### config.mk
export PLATFORM = sky130hd
export DESIGN_NAME = ahb_arb_flat
export DESIGN_NICKNAME = d
export VERILOG_FILES = /design/src/rtl/ahb_arb_if.sv /design/src/rtl/ahb_arb.sv /design/src/flat_wrapper.sv
export SDC_FILE = /design/constraint.sdc
export NUM_CORES = 1
export LEC_CHECK = 0
export ABC_AREA = 1
export CAP_MARGIN = 10
export CORE_MARGIN = 2
export CORE_UTILIZATION = 52
export CTS_CLUSTER_SIZE = 8
export DETAILED_ROUTE_END_ITERATION = 10
export GPL_TIMING_DRIVEN = 0
export HOLD_SLACK_MARGIN = 0.06
export PLACE_DENSITY = 0.77
export SETUP_SLACK_MARGIN = 0.15
export SYNTH_ARGS = -nofsm -noshare
export SYNTH_HDL_FRONTEND = slang
export SYNTH_SLANG_ARGS = --single-unit
### constraint.sdc
create_clock -name I_AHBARB_HCLK -period 4.8 [get_ports I_AHBARB_HCLK]
set_input_delay 0.96 -clock I_AHBARB_HCLK [delete_from_list [all_inputs] [get_ports I_AHBARB_HCLK]]
set_output_delay 0.96 -clock I_AHBARB_HCLK [all_outputs]
set_load 0.01 [all_outputs]
### src/rtl/ahb_arb_if.sv
// Bus-side signal bundle for the three-master AHB arbiter.
// The arbiter connects through the slave modport; the bus side that issues
// requests and observes grants connects through the master modport.
interface ahb_arb_if;
  logic [2:0] I_AHBARB_HBUSREQ;
  logic [2:0] I_AHBARB_HLOCK;
  logic [1:0] I_AHBARB_HTRANS;
  logic       I_AHBARB_HREADY;
  logic [2:0] O_AHBARB_HGRANT;
  logic [1:0] O_AHBARB_HMASTER;
  logic       O_AHBARB_HMASTLOCK;

  modport slave (
    input  I_AHBARB_HBUSREQ,
    input  I_AHBARB_HLOCK,
    input  I_AHBARB_HTRANS,
    input  I_AHBARB_HREADY,
    output O_AHBARB_HGRANT,
    output O_AHBARB_HMASTER,
    output O_AHBARB_HMASTLOCK
  );

  modport master (
    output I_AHBARB_HBUSREQ,
    output I_AHBARB_HLOCK,
    output I_AHBARB_HTRANS,
    output I_AHBARB_HREADY,
    input  O_AHBARB_HGRANT,
    input  O_AHBARB_HMASTER,
    input  O_AHBARB_HMASTLOCK
  );
endinterface

### src/rtl/ahb_arb.sv
// Three-master AHB arbiter: round-robin grant with a per-tenure beat limit,
// locked tenures exempt from the limit, master 0 as the default master.
// HMASTER/HMASTLOCK follow the grant one accepted transfer later.
module ahb_arb #(
  parameter int unsigned P_MAX_BEATS = 16
) (
  input  logic        I_AHBARB_HCLK,
  input  logic        I_AHBARB_HRESET_N,
  ahb_arb_if.slave    bus
);

  localparam logic [4:0] BEAT_LAST = 5'(P_MAX_BEATS - 1);

  logic [1:0] owner_q,     owner_d;
  logic [2:0] grant_q,     grant_d;
  logic [4:0] beat_q,      beat_d;
  logic [1:0] hmaster_q,   hmaster_d;
  logic       hmastlock_q, hmastlock_d;

  logic [1:0] owner_idx;
  logic [2:0] owner_oh;
  logic       owner_req;
  logic       owner_lock;
  logic       others_req;
  logic       beat_acc;
  logic       limit_hit;
  logic       arb_point;
  logic       found;
  logic [1:0] pick;
  logic [1:0] cand;

  // Arbitration decision, beat counting and data-phase tracking.
  always_comb begin
    owner_idx   = (owner_q == 2'd3) ? 2'd0 : owner_q;
    owner_oh    = 3'b001 << owner_idx;
    owner_req   = |(bus.I_AHBARB_HBUSREQ & owner_oh);
    owner_lock  = |(bus.I_AHBARB_HLOCK & owner_oh);
    others_req  = |(bus.I_AHBARB_HBUSREQ & ~owner_oh);
    beat_acc    = bus.I_AHBARB_HREADY && bus.I_AHBARB_HTRANS[1];
    limit_hit   = (beat_q == BEAT_LAST) && beat_acc && !owner_lock && others_req;
    arb_point   = bus.I_AHBARB_HREADY && (!owner_req || limit_hit);

    // Round-robin search owner+1, owner+2, owner; the owner itself is skipped
    // when the tenure limit forced this arbitration.
    found = 1'b0;
    pick  = 2'd0;
    cand  = 2'd0;
    for (int unsigned k = 1; k <= 3; k++) begin
      cand = 2'((32'(owner_idx) + k) % 3);
      if (!found && bus.I_AHBARB_HBUSREQ[cand] && !(limit_hit && cand == owner_idx)) begin
        found = 1'b1;
        pick  = cand;
      end
    end

    owner_d = owner_idx;
    if (arb_point) begin
      owner_d = found ? pick : 2'd0;
    end
    grant_d = 3'b001 << owner_d;

    // A re-grant to the same master keeps the count running.
    beat_d = beat_q;
    if (owner_d != owner_idx) begin
      beat_d = '0;
    end else if (beat_acc && beat_q != BEAT_LAST) begin
      beat_d = beat_q + 5'd1;
    end

    hmaster_d   = hmaster_q;
    hmastlock_d = hmastlock_q;
    if (bus.I_AHBARB_HREADY) begin
      hmaster_d   = owner_idx;
      hmastlock_d = owner_lock;
    end
  end

  // State registers; reset forces the default master immediately.
  always_ff @(posedge I_AHBARB_HCLK or negedge I_AHBARB_HRESET_N) begin
    if (!I_AHBARB_HRESET_N) begin
      owner_q     <= '0;
      grant_q     <= 3'b001;
      beat_q      <= '0;
      hmaster_q   <= '0;
      hmastlock_q <= 1'b0;
    end else begin
      owner_q     <= owner_d;
      grant_q     <= grant_d;
      beat_q      <= beat_d;
      hmaster_q   <= hmaster_d;
      hmastlock_q <= hmastlock_d;
    end
  end

  assign bus.O_AHBARB_HGRANT    = grant_q;
  assign bus.O_AHBARB_HMASTER   = hmaster_q;
  assign bus.O_AHBARB_HMASTLOCK = hmastlock_q;

endmodule

### src/flat_wrapper.sv
// flat-port wrapper written by rule: the top's interface ports become plain ports
module ahb_arb_flat 
#(
  parameter int unsigned P_MAX_BEATS = 16
)
  (I_AHBARB_HCLK, I_AHBARB_HRESET_N, bus_I_AHBARB_HBUSREQ, bus_I_AHBARB_HLOCK, bus_I_AHBARB_HTRANS, bus_I_AHBARB_HREADY, bus_O_AHBARB_HGRANT, bus_O_AHBARB_HMASTER, bus_O_AHBARB_HMASTLOCK);
  ahb_arb_if bus_i ();
  input  logic I_AHBARB_HCLK;
  input  logic I_AHBARB_HRESET_N;
  input wire logic [$bits(bus_i.I_AHBARB_HBUSREQ)-1:0] bus_I_AHBARB_HBUSREQ;
  input wire logic [$bits(bus_i.I_AHBARB_HLOCK)-1:0] bus_I_AHBARB_HLOCK;
  input wire logic [$bits(bus_i.I_AHBARB_HTRANS)-1:0] bus_I_AHBARB_HTRANS;
  input wire logic [$bits(bus_i.I_AHBARB_HREADY)-1:0] bus_I_AHBARB_HREADY;
  output wire logic [$bits(bus_i.O_AHBARB_HGRANT)-1:0] bus_O_AHBARB_HGRANT;
  output wire logic [$bits(bus_i.O_AHBARB_HMASTER)-1:0] bus_O_AHBARB_HMASTER;
  output wire logic [$bits(bus_i.O_AHBARB_HMASTLOCK)-1:0] bus_O_AHBARB_HMASTLOCK;
  assign bus_i.I_AHBARB_HBUSREQ = bus_I_AHBARB_HBUSREQ;
  assign bus_i.I_AHBARB_HLOCK = bus_I_AHBARB_HLOCK;
  assign bus_i.I_AHBARB_HTRANS = bus_I_AHBARB_HTRANS;
  assign bus_i.I_AHBARB_HREADY = bus_I_AHBARB_HREADY;
  assign bus_O_AHBARB_HGRANT = bus_i.O_AHBARB_HGRANT;
  assign bus_O_AHBARB_HMASTER = bus_i.O_AHBARB_HMASTER;
  assign bus_O_AHBARB_HMASTLOCK = bus_i.O_AHBARB_HMASTLOCK;
  ahb_arb #(.P_MAX_BEATS(P_MAX_BEATS)) u_core (.I_AHBARB_HCLK(I_AHBARB_HCLK), .I_AHBARB_HRESET_N(I_AHBARB_HRESET_N), .bus(bus_i));
endmodule
Word level (Yosys, flattened, before mapping)
Cells that the tools add are included.
{"block": "totals", "regBits": 13, "output_inout_bits": 6}
{"block": "classes", "add_sub_neg": 4, "n_shift": 2, "n_reduce_logical": 26, "div": 3, "n_lt_le_gt_ge": 3, "mux": 17, "bitwise_logic": 4, "n_eq_ne": 7}
{"operator": "$mod 32x2->32 const B", "n": 3}
{"operator": "$logic_and 1x1->1", "n": 14}
{"operator": "$mux 2", "n": 6}
{"operator": "$mux 5", "n": 2}
{"operator": "$and 3x3->3", "n": 3}
{"operator": "$lt 2x3->1 const B", "n": 3}
{"operator": "$reduce_or 3->1", "n": 3}
{"operator": "$logic_not 1->1", "n": 7}
{"operator": "$add 2x2->3 const B", "n": 2}
{"operator": "$bmux 1 s2", "n": 3}
{"operator": "$eq 2x2->1", "n": 3}
{"operator": "$mux 1", "n": 6}
{"operator": "$shl 1x2->3 const A", "n": 2}
{"operator": "$add 5x1->5 const B", "n": 1}
{"operator": "$eq 5x4->1 const B", "n": 1}
{"operator": "$ne 5x4->1 const B", "n": 1}
{"operator": "$add 2x1->3 const B", "n": 1}
{"operator": "$not 3->3", "n": 1}
{"operator": "$eq 2x2->1 const B", "n": 1}
{"operator": "$ne 2x2->1", "n": 1}
{"operator": "$reduce_bool 2->1", "n": 1}
{"operator": "$logic_or 1x1->1", "n": 1}

Logic depth before layout (Yosys ltp)
{"block": "logic_depth", "ltp_word": 24, "ltp_mapped": 17, "ltp_nobuf": 16}

Least setup slack after synthesis
Ideal clock, no wire load.
{"block": "synth_path", "path_type": "input port to flip-flop", "start": "input port bus_I_AHBARB_HLOCK[1]", "end": "register u_core.beat_q[4]", "required_time_ns": 4.679, "setup_time_ns": 0.121, "arrival_time_ns": 1.952, "path_buffers": 0, "cell_stages": 12, "slack_ns": 2.727, "cell_sequence": "nand2_1 nand3_4 nor2_8 nand2_1 a21oi_4 nand2_2 inv_2 nand2_2 nand2_1 nand2_1 nand3_2 nor2_1"}
{"block": "synth_between", "elab_chain_cells": 21, "word_cells_on_any_way": 31, "classes_between": "eq/ne: 1; mux: 9; bitwise: 1; reduce/logical: 20"}
{"element": "from (decl)", "line": "flat_wrapper.sv:11", "rtl": "input wire logic [$bits(bus_i.I_AHBARB_HLOCK)-1:0] bus_I_AHBARB_HLOCK;"}
{"element": "$and 3x3->3 *", "line": "ahb_arb.sv:37", "rtl": "owner_lock = |(bus.I_AHBARB_HLOCK & owner_oh);"}
{"element": "$reduce_or 3->1 *", "line": "ahb_arb.sv:37"}
{"element": "$logic_not 1->1 *", "line": "ahb_arb.sv:40", "rtl": "limit_hit = (beat_q == BEAT_LAST) && beat_acc && !owner_lock && others_req;"}
{"element": "$logic_and 1x1->1 * (2 in series)", "line": "ahb_arb.sv:40"}
{"element": "$logic_and 1x1->1", "line": "ahb_arb.sv:50", "rtl": "if (!found && bus.I_AHBARB_HBUSREQ[cand] && !(limit_hit && cand == owner_idx)) begin"}
{"element": "$logic_not 1->1", "line": "ahb_arb.sv:50"}
{"element": "$logic_and 1x1->1", "line": "ahb_arb.sv:50"}
{"element": "$mux 1", "line": "ahb_arb.sv:50"}
{"element": "[3 not listed]"}
{"element": "$mux 1", "line": "ahb_arb.sv:50"}
{"element": "$logic_not 1->1", "line": "ahb_arb.sv:50"}
{"element": "$logic_and 1x1->1 (2 in series)", "line": "ahb_arb.sv:50"}
{"element": "$mux 2 or $mux 1 (tied branches)", "line": "ahb_arb.sv:50"}
{"element": "$mux 2", "line": "ahb_arb.sv:58", "rtl": "owner_d = found ? pick : 2'd0;"}
{"element": "$mux 2 *", "line": "ahb_arb.sv:57", "rtl": "if (arb_point) begin"}
{"element": "$ne 2x2->1 *", "line": "ahb_arb.sv:64", "rtl": "if (owner_d != owner_idx) begin"}
{"element": "$mux 5 or $reduce_bool 2->1 (tied branches)"}
{"element": "to (signal assigned)", "line": "ahb_arb.sv:89", "rtl": "beat_q <= beat_d;"}
{"element": "to (decl)", "line": "ahb_arb.sv:16", "rtl": "logic [4:0] beat_q, beat_d;"}
Every way passes the cells marked *; elsewhere a longest branch is shown, timed or not.
A chain may end at the register's enable or synchronous reset.

Worst setup path after layout
{"block": "layout_path", "start": "input port bus_I_AHBARB_HREADY", "end": "register u_core.beat_q[1]"}
{"block": "layout_between", "elab_chain_cells": 20, "word_cells_on_any_way": 31, "classes_between": "eq/ne: 1; mux: 9; reduce/logical: 21"}
{"element": "from (decl)", "line": "flat_wrapper.sv:13", "rtl": "input wire logic [$bits(bus_i.I_AHBARB_HREADY)-1:0] bus_I_AHBARB_HREADY;"}
{"element": "$logic_and 1x1->1", "line": "ahb_arb.sv:39", "rtl": "beat_acc = bus.I_AHBARB_HREADY && bus.I_AHBARB_HTRANS[1];"}
{"element": "$logic_and 1x1->1 (3 in series)", "line": "ahb_arb.sv:40"}
{"element": "$logic_and 1x1->1", "line": "ahb_arb.sv:50"}
{"element": "$logic_not 1->1", "line": "ahb_arb.sv:50"}
{"element": "$logic_and 1x1->1", "line": "ahb_arb.sv:50"}
{"element": "$mux 1", "line": "ahb_arb.sv:50"}
{"element": "$logic_not 1->1", "line": "ahb_arb.sv:50"}
{"element": "$logic_and 1x1->1 (2 in series)", "line": "ahb_arb.sv:50"}
{"element": "$mux 1", "line": "ahb_arb.sv:50"}
{"element": "$logic_not 1->1", "line": "ahb_arb.sv:50"}
{"element": "$logic_and 1x1->1 (2 in series)", "line": "ahb_arb.sv:50"}
{"element": "$mux 2 or $mux 1 (tied branches)", "line": "ahb_arb.sv:50"}
{"element": "$mux 2", "line": "ahb_arb.sv:58"}
{"element": "$mux 2", "line": "ahb_arb.sv:57"}
{"element": "$ne 2x2->1", "line": "ahb_arb.sv:64"}
{"element": "$mux 5 or $reduce_bool 2->1 (tied branches)"}
Several ways; a longest one is shown, not always the timed one.

==> metrics.csv <==
metric,value,unit
syn-num-nets,134,
cts_made_buffers,3,
hold_ws,0.490,ns
synth.distinct_cells,28,
seqPwrFrac,29.7,%
setup_tns,0,ns
hold_violations,0,
ioPinCount,17,
die_x,47.2,um
core-area,1750,sq um
die_h,47.2,um
worst_setup_path_start_kind,input port,
nets,154,
drtIter0Drc,13,
slew_violations,0,
globalplace.congestion,0.817,
cp_data_required_time,4.96,ns
drive_above_1_share,17.6,%
cts_sinks,13,
overflow,0,
synth_cells,117,
powerDensity,481,nW/um^2
ctsResizeCount,0,
clock_skew,0.00493,ns
die_area,2230,sq um
place_area,1150,sq um
n_fill_cell,147,
r2r-end,u_core.beat_q[1],
io_buffer_count,15,
power.switching,0.249,mW
layout_common_cells,"nand2_1, clkdlybuf4s50_1, inv_1",
synth_area_leaders,"dfrtp_1, nand2_1, ha_1",
wire_per_inst,10.6,um
cts_max_path_buffers,2,
drtAntennaViolNets,0,
clock_latency,0.27,ns
comb_power_share,59.1,%
fmax,409,MHz
r2r-start,u_core.beat_q[0],
outcome,finished clean,
end_kind,flip-flop,
grt_usage,17.8,%
synth_edf_count,0,
p_clk_share,11.2,%
ys.flop_type,dfrtp_1,
fin_util,67.6,%
yosysSeqAreaShare,33.6,%
initial_utilization,55.7,%
setup_viol,0,
fin_crit_sh,50.9,%
ys_ff_latch,13,
arrival,2.60,ns
hpwl,1.44,mm
hp-start,u_core.bus.O_AHBARB_HMASTER[1],
clockRootBuffer,clkbuf_4,
vdd_drop_max,275,uV
min_period,2.44,ns
htree_levels,1,
switching_share,43.8,%
row_count,15,
synth_top_cell_area_share,30.9,%
first_global_vias,692,
drc_errors,0,
synth_warnings,0,
cts_hold_buf,0,
max-cap-violations,0,
grt_first_pass_wirelength,2.79,mm
postCtsSetupBuffers,0,
path_max_fanout,5,
p_int,0.319,mW
vias_per_cell,5.02,
cts.clk_slew.worst_paths,0.07,ns
hp-class,reg2reg,
r2r_cells,14,
syn_avg_cell_area,8.31,sq um
mostFrequentLayoutCell,nand2_1,
grt_max_degree,14,
vias,808,
rrSetupSlack,2.68,ns
power.leakage,0.576,nW
wl,1.71,mm
cts_tree,done,
post-route-cell-area,1180,sq um
areaGrowthSynthToFinish,21.4,%
whs_path_depth,2,
rsz0062_at_grt,no,
drt_pass1_iterations,4,
async_reset_ff_share,100,%
worst_pin_slew,0.542,ns
netlist_area,972,sq um
diodes,0,
max_slew_margin,63.8,%
yosys.area.top_type,dfrtp_1,
hold_path_end,u_core.bus.O_AHBARB_HMASTER[1],
antenna_found_initial,0,
path_class,in2reg,
-- cells in the mapped netlist, drive strengths merged, types with 2 or more instances --
cell type and instances:
a21oi 3, dfrtp 12, ha 6, inv 16, nand2 35, nand3 13
nand4 2, nor2 10, o21ai 9, xor2 2
-- sequential cells by signal, indices dropped and copies added, names as in the netlist --
name / cells
u_core.bus.O_AHBARB_HMASTER: 2
u_core.bus.O_AHBARB_HMASTLOCK: 1
u_core.beat_q: 5
u_core.owner_q: 2
u_core.bus.O_AHBARB_HGRANT: 3
-- final cells by class --
class | instances | area, sq um | share of cell area, %
inverters | 17 | 63.8 | 5.41
clock buffers | 4 | 26.3 | 2.23
plain buffers | 1 | 11.3 | 0.954
multi-input cells | 86 | 571 | 48.4
well taps | 25 | 31.3 | 2.65
flip-flops and latches | 13 | 327 | 27.7
repair buffers | 15 | 150 | 12.7
-- metal layers --
metal | vias up | wire length, um | track usage (%)
li1 | 416 | - | -
met1 | 369 | 812 | 22.7
met2 | 23 | 828 | 29.7
met3 | 0 | 73 | 5.77
met4 | 0 | 0 | 3.33
met5 | - | 0 | 0
-- worst max path at each step --
stage / from / to / slack (ns) / depth (start not counted)
after floorplan: bus_I_AHBARB_HLOCK[1] / u_core.beat_q[4] / 2.73 / 12
after global placement: bus_I_AHBARB_HREADY / u_core.beat_q[1] / 2.10 / 12
after detailed placement: bus_I_AHBARB_HREADY / u_core.beat_q[1] / 2.07 / 12
after CTS: bus_I_AHBARB_HREADY / u_core.beat_q[1] / 2.35 / 12
after global routing: bus_I_AHBARB_HREADY / u_core.beat_q[1] / 2.20 / 12
final: bus_I_AHBARB_HREADY / u_core.beat_q[1] / 2.36 / 12
-- critical path: stages --
cell             delay, ns
clkdlybuf4s50_1       0.54
nand3_2               0.14
nor2_8                0.17
nand3_2               0.08
nand2_2               0.09
inv_1                 0.06
nand3_1               0.06
nand2_1               0.09
o21ai_0               0.16
nand2_1               0.08
nand3_2               0.11
nor2_1                0.05
-- power groups by stage --
stage	clock [mW]	combinational, mW	sequential, mW
final	0.0635	0.336	0.168
after CTS	0.0675	0.339	0.169
after detailed placement	0	0.337	0.170
after global placement	0	0.328	0.168
after floorplan	0	0.242	0.176
after global routing	0.0702	0.375	0.172
-- kinds of logic after synthesis --
kind of cell | count (synthesis) | synth area share [%]
adders and majority gates | 6 | 7.72
muxes | 1 | 1.03
buffers and inverters | 18 | 7.72
AOI/OAI and AO/OA | 13 | 8.88
and+or+nand+nor | 63 | 38.4
DFF | 13 | 33.6
xor gates and xnor gates | 3 | 2.70
-- per-stage QoR --
stage / setup WS [ns] / std cells / power, mW
after CTS: 2.35 / 161 / 0.575
after floorplan: 2.73 / 117 / 0.418
after detailed placement: 2.07 / 157 / 0.508
after global routing: 2.20 / 161 / 0.617
final: 2.36 / 161 / 0.568
after global placement: 2.10 / 157 / 0.496
Power figures use the tool's default switching activity.
